File: config.mk
export PLATFORM = sky130hd
export DESIGN_NAME = pixel_upscale_2x
export DESIGN_NICKNAME = d
export VERILOG_FILES = /design/src/rtl/pixel_upscale_2x.sv
export SDC_FILE = /design/constraint.sdc
export NUM_CORES = 2
export LEC_CHECK = 0
export BUFFER_PORTS_ARGS = -buffer_cell sky130_fd_sc_hd__buf_4
export CAP_MARGIN = 30
export CORE_MARGIN = 2
export CORE_UTILIZATION = 45
export DETAILED_ROUTE_END_ITERATION = 6
export GPL_TIMING_DRIVEN = 0
export RECOVER_POWER = 50
export SLEW_MARGIN = 20
export SYNTH_ARGS = -nofsm -noshare
export SYNTH_HDL_FRONTEND = slang
export SYNTH_SLANG_ARGS = --single-unit
export TNS_END_PERCENT = 30
File: constraint.sdc
create_clock -name clk -period 2.7 [get_ports clk]
set_input_delay 0.135 -clock clk [delete_from_list [all_inputs] [get_ports clk]]
set_output_delay 0.135 -clock clk [all_outputs]
set_load 0.01 [all_outputs]
File: src/rtl/pixel_upscale_2x.sv
// 2x nearest-neighbour upscaler: pulls one source pixel per output pair on even
// rows, buffers the line, and replays it from the line buffer on odd rows.
module pixel_upscale_2x #(
  parameter int unsigned SRC_W = 225,
  parameter int unsigned SRC_H = 225,
  parameter int unsigned DW    = 8
) (
  input  logic          clk,
  input  logic          rst,
  input  logic          i_vsync,
  input  logic          i_next,
  output logic          o_src_req,
  input  logic [DW-1:0] i_src_data,
  input  logic          i_src_valid,
  output logic [DW-1:0] o_data,
  output logic          o_valid,
  output logic          o_underflow
);

  localparam int unsigned CW = $clog2(2 * SRC_W);
  localparam int unsigned RW = $clog2(2 * SRC_H);
  localparam int unsigned AW = (SRC_W > 1) ? $clog2(SRC_W) : 1;
  localparam logic [CW-1:0] COL_LAST = CW'(2 * SRC_W - 1);
  localparam logic [RW-1:0] ROW_LAST = RW'(2 * SRC_H - 1);

  typedef enum logic [1:0] {IDLE, EVEN, ODD, DONE} state_t;

  state_t        state_q, state_d;
  logic [CW-1:0] col_q, col_d;
  logic [RW-1:0] row_q, row_d;
  logic          vsync_q, vsync_d;
  logic          s1_valid_q, s1_valid_d;
  logic          s1_odd_row_q, s1_odd_row_d;
  logic          s1_col_odd_q, s1_col_odd_d;
  logic [AW-1:0] s1_addr_q, s1_addr_d;
  logic [DW-1:0] pair_q, pair_d;
  logic [DW-1:0] o_data_q, o_data_d;
  logic          o_valid_q, o_valid_d;
  logic          uflow_q, uflow_d;
  logic [DW-1:0] rd_q;
  logic [DW-1:0] mem [SRC_W];

  logic          vs_fall;
  logic          in_frame;
  logic          accept;
  logic          col_wrap;
  logic          mem_we;
  logic [AW-1:0] rd_addr;
  logic [DW-1:0] src_pix;
  logic [DW-1:0] pix;

  assign vs_fall  = vsync_q & ~i_vsync;
  assign col_wrap = (col_q == COL_LAST);

  // State register
  always_ff @(posedge clk or posedge rst) begin
    if (rst) state_q <= IDLE;
    else     state_q <= state_d;
  end

  // Next-state logic; a vsync fall restarts the frame from any state
  always_comb begin
    state_d = state_q;
    if (vs_fall) begin
      state_d = EVEN;
    end else if (accept && col_wrap) begin
      case (state_q)
        EVEN:    state_d = ODD;
        ODD:     state_d = (row_q == ROW_LAST) ? DONE : EVEN;
        default: state_d = state_q;
      endcase
    end
  end

  // FSM outputs: accept qualification and the combinational source pull
  always_comb begin
    in_frame  = (state_q == EVEN) || (state_q == ODD);
    accept    = i_next & in_frame & ~vs_fall;
    o_src_req = accept & (state_q == EVEN) & ~col_q[0];
  end

  // Output position counters
  always_comb begin
    col_d = col_q;
    row_d = row_q;
    if (vs_fall) begin
      col_d = '0;
      row_d = '0;
    end else if (accept) begin
      if (col_wrap) begin
        col_d = '0;
        row_d = (row_q == ROW_LAST) ? '0 : row_q + RW'(1);
      end else begin
        col_d = col_q + CW'(1);
      end
    end
  end

  // Pipeline: stage 1 captures position, stage 2 registers the output pixel
  always_comb begin
    vsync_d      = i_vsync;
    rd_addr      = AW'(col_q >> 1);
    s1_valid_d   = accept;
    s1_odd_row_d = (state_q == ODD);
    s1_col_odd_d = col_q[0];
    s1_addr_d    = rd_addr;
    src_pix      = i_src_valid ? i_src_data : '0;
    mem_we       = s1_valid_q & ~s1_odd_row_q & ~s1_col_odd_q;
    pair_d       = mem_we ? src_pix : pair_q;
    pix          = s1_odd_row_q ? rd_q : (s1_col_odd_q ? pair_q : src_pix);
    o_valid_d    = s1_valid_q & ~vs_fall;
    o_data_d     = o_valid_d ? pix : '0;
    uflow_d      = uflow_q;
    if (vs_fall) uflow_d = 1'b0;
    else if (mem_we && !i_src_valid) uflow_d = 1'b1;
  end

  always_ff @(posedge clk or posedge rst) begin
    if (rst) begin
      col_q        <= '0;
      row_q        <= '0;
      vsync_q      <= 1'b1;
      s1_valid_q   <= 1'b0;
      s1_odd_row_q <= 1'b0;
      s1_col_odd_q <= 1'b0;
      s1_addr_q    <= '0;
      pair_q       <= '0;
      o_data_q     <= '0;
      o_valid_q    <= 1'b0;
      uflow_q      <= 1'b0;
    end else begin
      col_q        <= col_d;
      row_q        <= row_d;
      vsync_q      <= vsync_d;
      s1_valid_q   <= s1_valid_d;
      s1_odd_row_q <= s1_odd_row_d;
      s1_col_odd_q <= s1_col_odd_d;
      s1_addr_q    <= s1_addr_d;
      pair_q       <= pair_d;
      o_data_q     <= o_data_d;
      o_valid_q    <= o_valid_d;
      uflow_q      <= uflow_d;
    end
  end

  // Line buffer, no reset: every EVEN row rewrites it before the ODD row reads
  always_ff @(posedge clk) begin
    if (mem_we) mem[s1_addr_q] <= src_pix;
    rd_q <= mem[rd_addr];
  end

  assign o_data      = o_data_q;
  assign o_valid     = o_valid_q;
  assign o_underflow = uflow_q;

endmodule

-- After elaboration in Yosys (flattened, before gate mapping)
Memories as Yosys holds them, arrays and structs flattened. A register that Yosys moved wholly into a read port is not among the register bits.
Cells that the tools add are included.
- flip-flop bits (word level): 50
- input bits: 13
- memories: 1
- output and inout bits: 11
- word-level logic and storage cells: 62
- bits in writable memories: 1800
- memories (name ; depth ; bits a word ; rd ports ; clocked after memory_dff ; wr ports ; line ; text):
    mem ; 225 ; 8 ; 1 ; 1 ; 1 ; 41 ; logic [DW-1:0] mem [SRC_W];
- bitwise gates (word level): 13
- mux-type cells: 19
- eq/ne operators: 4
- reductions and logical operators: 11
- $add $sub $neg: 2
- operators with widths (cell ; number):
    9-bit two-way mux ; 7
    8-bit two-way mux ; 4
    9-bit by 1-bit adder with 9-bit output, second input constant ; 2
    9-bit equality test, second input constant ; 2
    1-bit AND ; 8
    2-bit nonzero test ; 4
    2-bit two-way mux ; 3
    1-bit inverter ; 5
    1-bit two-way mux ; 4
    2-bit case mux with 2 select lines ; 1
    2-bit AND reduction ; 2
    3-bit nonzero test ; 1
    2-bit by 1-bit equality test with 1-bit output, second input constant ; 1
    2-bit equality test, second input constant ; 1
    1-bit logical AND ; 2
    1-bit zero test ; 1
    1-bit logical OR ; 1

-- Longest topological paths before layout
- depth in word-level cells: 7
- depth in mapped cells: 11
- mapped depth without buffers: 8

-- Worst setup path after synthesis
No wires, ideal clock.
- path type: input to register
- from: in i_src_valid
- to: mem mem[0][0], data pin
- path buffers: 1
- path slack: -0.913 ns
- arrival time: 2.911 ns
- library setup time: 0.702 ns
- stages on the path: 3
- data required time: 1.998 ns
- cell sequence: clkbuf_1 -> nand2_1 -> inv_1
- cells in the longest elaborated chain, start to end: 1
- ends and longest elaborated chain (element ; line ; text):
    start: declaration ; 14 ; input logic i_src_valid,
    8-bit two-way mux ; 107 ; src_pix = i_src_valid ? i_src_data : '0;
    named net src_pix[0] ; 49 ; logic [DW-1:0] src_pix;
    end: declaration ; 41 ;
The timed path passes the listed nets, and every way through them passes these cells.

==> results.md <==
* Slew HR at -0.285
* Worst-path maximum fanout at 10
* Max Fclk at 297 MHz
* Rows at 146
* Syn-to-layout area delta at 18.1%
* RSZ-0062 raised after global routing: yes
* First-pass GRT wire length at 274000 um
* Status: finished with violations
* Total power draw at ~0.071 W
* Non-filler cells, final at 6160
* Syn Inst Count at 3573
* Initial antenna violation count at 4
* Post-route DRC at 0
* Power per standard cell area at 829 mW/mm^2
* WP data arrival at a little over 4 ns
* Clk sink count at 1858
* Critical path data required time at 3.36 ns
* Total number of vias at 37200
* Fin Setup TNS at -84.63 ns
* Initial core utilization at 0.455
* RD Place Congestion at 0.937
* Worst Clk Skew at 0.0229 ns
* Max-slew violations at roughly 110
* Failing checks: capacitance limit, slew limit, setup timing
* Maximum vdd drop at ~0.77 mV
* Final hold violations at 0
* CP Capture Type: register
* Leading cell type in the layout, fill and taps excluded: edfxtp_1
* Vias in the first global route at 37200
* Post-Syn Area at 0.0722 mm^2
* Commonest cells after routing, fill and taps aside: edfxtp_1, mux4_2, clkbuf_16
* Leak pwr at roughly 26 nW
* Fill count at 12200
* Avg WL per Cell at 31.5 um
* #FFs+latches synth at 1858
* Final core utilization at 0.537
* Io pins at 24
* Longest Clk Path Bufs at 3
* Synth cell types at 50
* Period utilisation layout at 1.25
* ANT nets after route at 0
* IO buf count at 22
* Setup violators final at 689
* Core area at 0.159 mm^2
* Remaining global-route overflow at 0
* Ys Warns at 0
* Via density at 6.04
* Num CTS Buffers at between 150 and 200
* DRT Wirelength at between 150000 and 200000 um
* Post-synth EDFFs at 1800
* Die area at 0.164 mm^2
* Crit path top cell by count: buf_12
* Worst min-delay path class: in -> reg
* Worst setup margin at -0.667 ns
* Crit-path cells: buf_12, buf_12, buf_12, mux4_2, mux4_2, a211oi_4, nand2_2, o22a_1
* Max-Cap Viols at 1
* Ys flop type: edfxtp_1
* CTS tree: built
* Worst path max stage delay at 0.58 ns
* Sequential-to-total area share from yosys stat at 0.769
* Layout cells sized above 1 at 0.309
* Final min period at 3.37 ns
* Die W at 404 um
* Ys async rst share at 0.0269
* Worst-Margin Slew at 1.93 ns
* DP Wirelength at 132000 um
* Critical Setup Path Class: reg -> reg
* Clk root buf: clkbuf_16
* Critical-path top delay cell: mux4_2
* Pin count of the biggest net entering global routing at 122
* 1st-iter DRT viols at between 4000 and 5000
* Post-placement cell count at 5740
* Syn Nets at 3592
* Iteration count of the initial detailed-routing pass at 6
* H-tree depth at 4
* CP Launch Type: register
* Tot GR Track Use at 0.238
* Worst skew pair latency at 0.80 ns
* Die H at 404 um
* Avg Cell Area, Syn at around 20 um^2
* Clock transition at path regs at about 0.070 ns
* Nets at 3953
[worst paths after layout]
| check | startpoint | to | slack, ns | cells past startpoint |
|---|---|---|---|---|
| setup / recovery | col_q[1] | rd_q[5] | -0.67 | 8 |
| hold / removal | i_next | col_q[0] | 0.12 | 5 |
| setup reg to reg | col_q[1] | rd_q[5] | -0.67 | 8 |
| hold reg to reg | col_q[7] | s1_addr_q[6] | 0.37 | 0 |
| max in group asynchronous | rst | col_q[4] | 0.66 | 5 |
| min in group asynchronous | rst | o_underflow | 0.32 | 4 |
[metrics by stage]
step	cell area, um^2	hold WS (ns)	setup slack (ns)
after floorplan	72200	0.139	-0.913
after global placement	74900	0.260	-4.19
after detailed placement	76400	0.0146	-2.48
after CTS	84700	0.0342	-0.528
after global routing	85200	0.138	-0.566
final	85200	0.115	-0.667
[worst max-delay path: cells and delay by family (launching register included)]
family | cells | cell delay [ns]
buffers and inverters | 3 | 0.59
AND/OR/NAND/NOR | 1 | 0.18
flip-flops | 1 | 0.48
AO/OA/AOI/OAI | 2 | 0.81
multiplexers | 2 | 1.14
[Yosys cell counts (all sizes together) (2+ instances only)]
| cell type | instances | share of area |
|---|---|---|
| nor3 | 31 | 0.0022 |
| o22ai | 33 | 0.0029 |
| dfxtp | 8 | 0.0022 |
| mux2i | 208 | 0.029 |
| mux2 | 16 | 0.0025 |
| or2 | 2 | 0.00017 |
| nand4 | 7 | 0.00061 |
| a22oi | 64 | 0.0067 |
| nand3b | 3 | 0.00031 |
| nor3b | 2 | 0.00021 |
| a221o | 8 | 0.0011 |
| nor4 | 3 | 0.00035 |
| o41a | 8 | 0.0012 |
| and2 | 3 | 0.00026 |
| or4 | 8 | 0.00083 |
| nand2 | 125 | 0.0065 |
| a21oi | 67 | 0.0046 |
| and3 | 6 | 0.00052 |
| nand2b | 8 | 0.00069 |
| o221ai | 56 | 0.0068 |
| dfrtp | 49 | 0.017 |
| o22a | 9 | 0.0011 |
| xnor2 | 2 | 0.00024 |
| nor2b | 25 | 0.0022 |
| a211oi | 8 | 0.00083 |
| o21ai | 34 | 0.0024 |
| or3 | 3 | 0.00026 |
| edfxtp | 1800 | 0.75 |
| inv | 25 | 0.0013 |
| nand3 | 33 | 0.0023 |
| a31oi | 16 | 0.0014 |
| mux4 | 384 | 0.12 |
| nor2 | 272 | 0.014 |
| a221oi | 16 | 0.0019 |
| buf | 102 | 0.0076 |
| o221a | 8 | 0.0012 |
| ha | 6 | 0.0010 |
| clkbuf | 108 | 0.0056 |
[what timing repair did]
action	4_1_cts	5_1_grt
cloned	2	2
endpoints found under the setup margin	1705	1632
setup buffers	32	21
endpoints found under the hold margin	69	0
pin swaps	26	28
hold buffers	20	0
resized for setup	555	218
[state kept, by name (all words and copies together), names as in the netlist]
signal,cells
vsync_q,1
o_underflow,1
pair_q,8
s1_odd_row_q,1
s1_valid_q,1
o_valid,1
s1_col_odd_q,1
mem,1800
o_data,8
row_q,9
rd_q,8
state_q,2
col_q,9
s1_addr_q,8
[metal layers]
| metal | track usage | wire length (um) | vias up | share of wire |
|---|---|---|---|---|
| li1 | - | - | 15500 | - |
| met1 | 0.330 | 78700 | 19800 | 0.41 |
| met2 | 0.370 | 91700 | 1537 | 0.47 |
| met3 | 0.0539 | 16200 | 347 | 0.083 |
| met4 | 0.0885 | 7610 | 6 | 0.039 |
| met5 | 0 | 45 | - | 0.00023 |
[kinds of logic (layout without fill, tap and decap cells)]
| group | after synthesis | in the layout | synth area share |
|---|---|---|---|
| flops | 1858 | 1858 | 0.769 |
| mux | 608 | 608 | 0.151 |
| simple gates | 532 | 532 | 0.0316 |
| compound gates | 331 | 331 | 0.0326 |
| buf+inv | 235 | 749 | 0.0145 |
| fa+ha+maj | 6 | 6 | 0.00104 |
| xor+xnor | 3 | 3 | 0.000364 |
| other cells | 0 | 1 | 0 |
[layout make-up]
type,instances,area (um^2),share of cell area
clock inverters,106,711,0.00834
clock buffers,236,4990,0.0586
well taps,2072,2590,0.0304
multi-input cells,1480,17400,0.205
inverters,25,116,0.00137
diodes,1,2.50,0.0000294
plain buffers,209,1800,0.0211
flip-flops and latches,1858,55500,0.651
repair buffers,173,2100,0.0247
[power breakdown]
part / leakage (nW) / internal, W / total (W) / switching [W]
Clock: 2.80 / 0.0136 / 0.0244 / 0.0108
Sequential: 17.5 / 0.0319 / 0.0320 / 0.000173
Combinational: 6.23 / 0.00661 / 0.0142 / 0.00763
Total: 26.5 / 0.0521 / 0.0707 / 0.0186
Note: power is estimated with default switching activity, not from simulation.
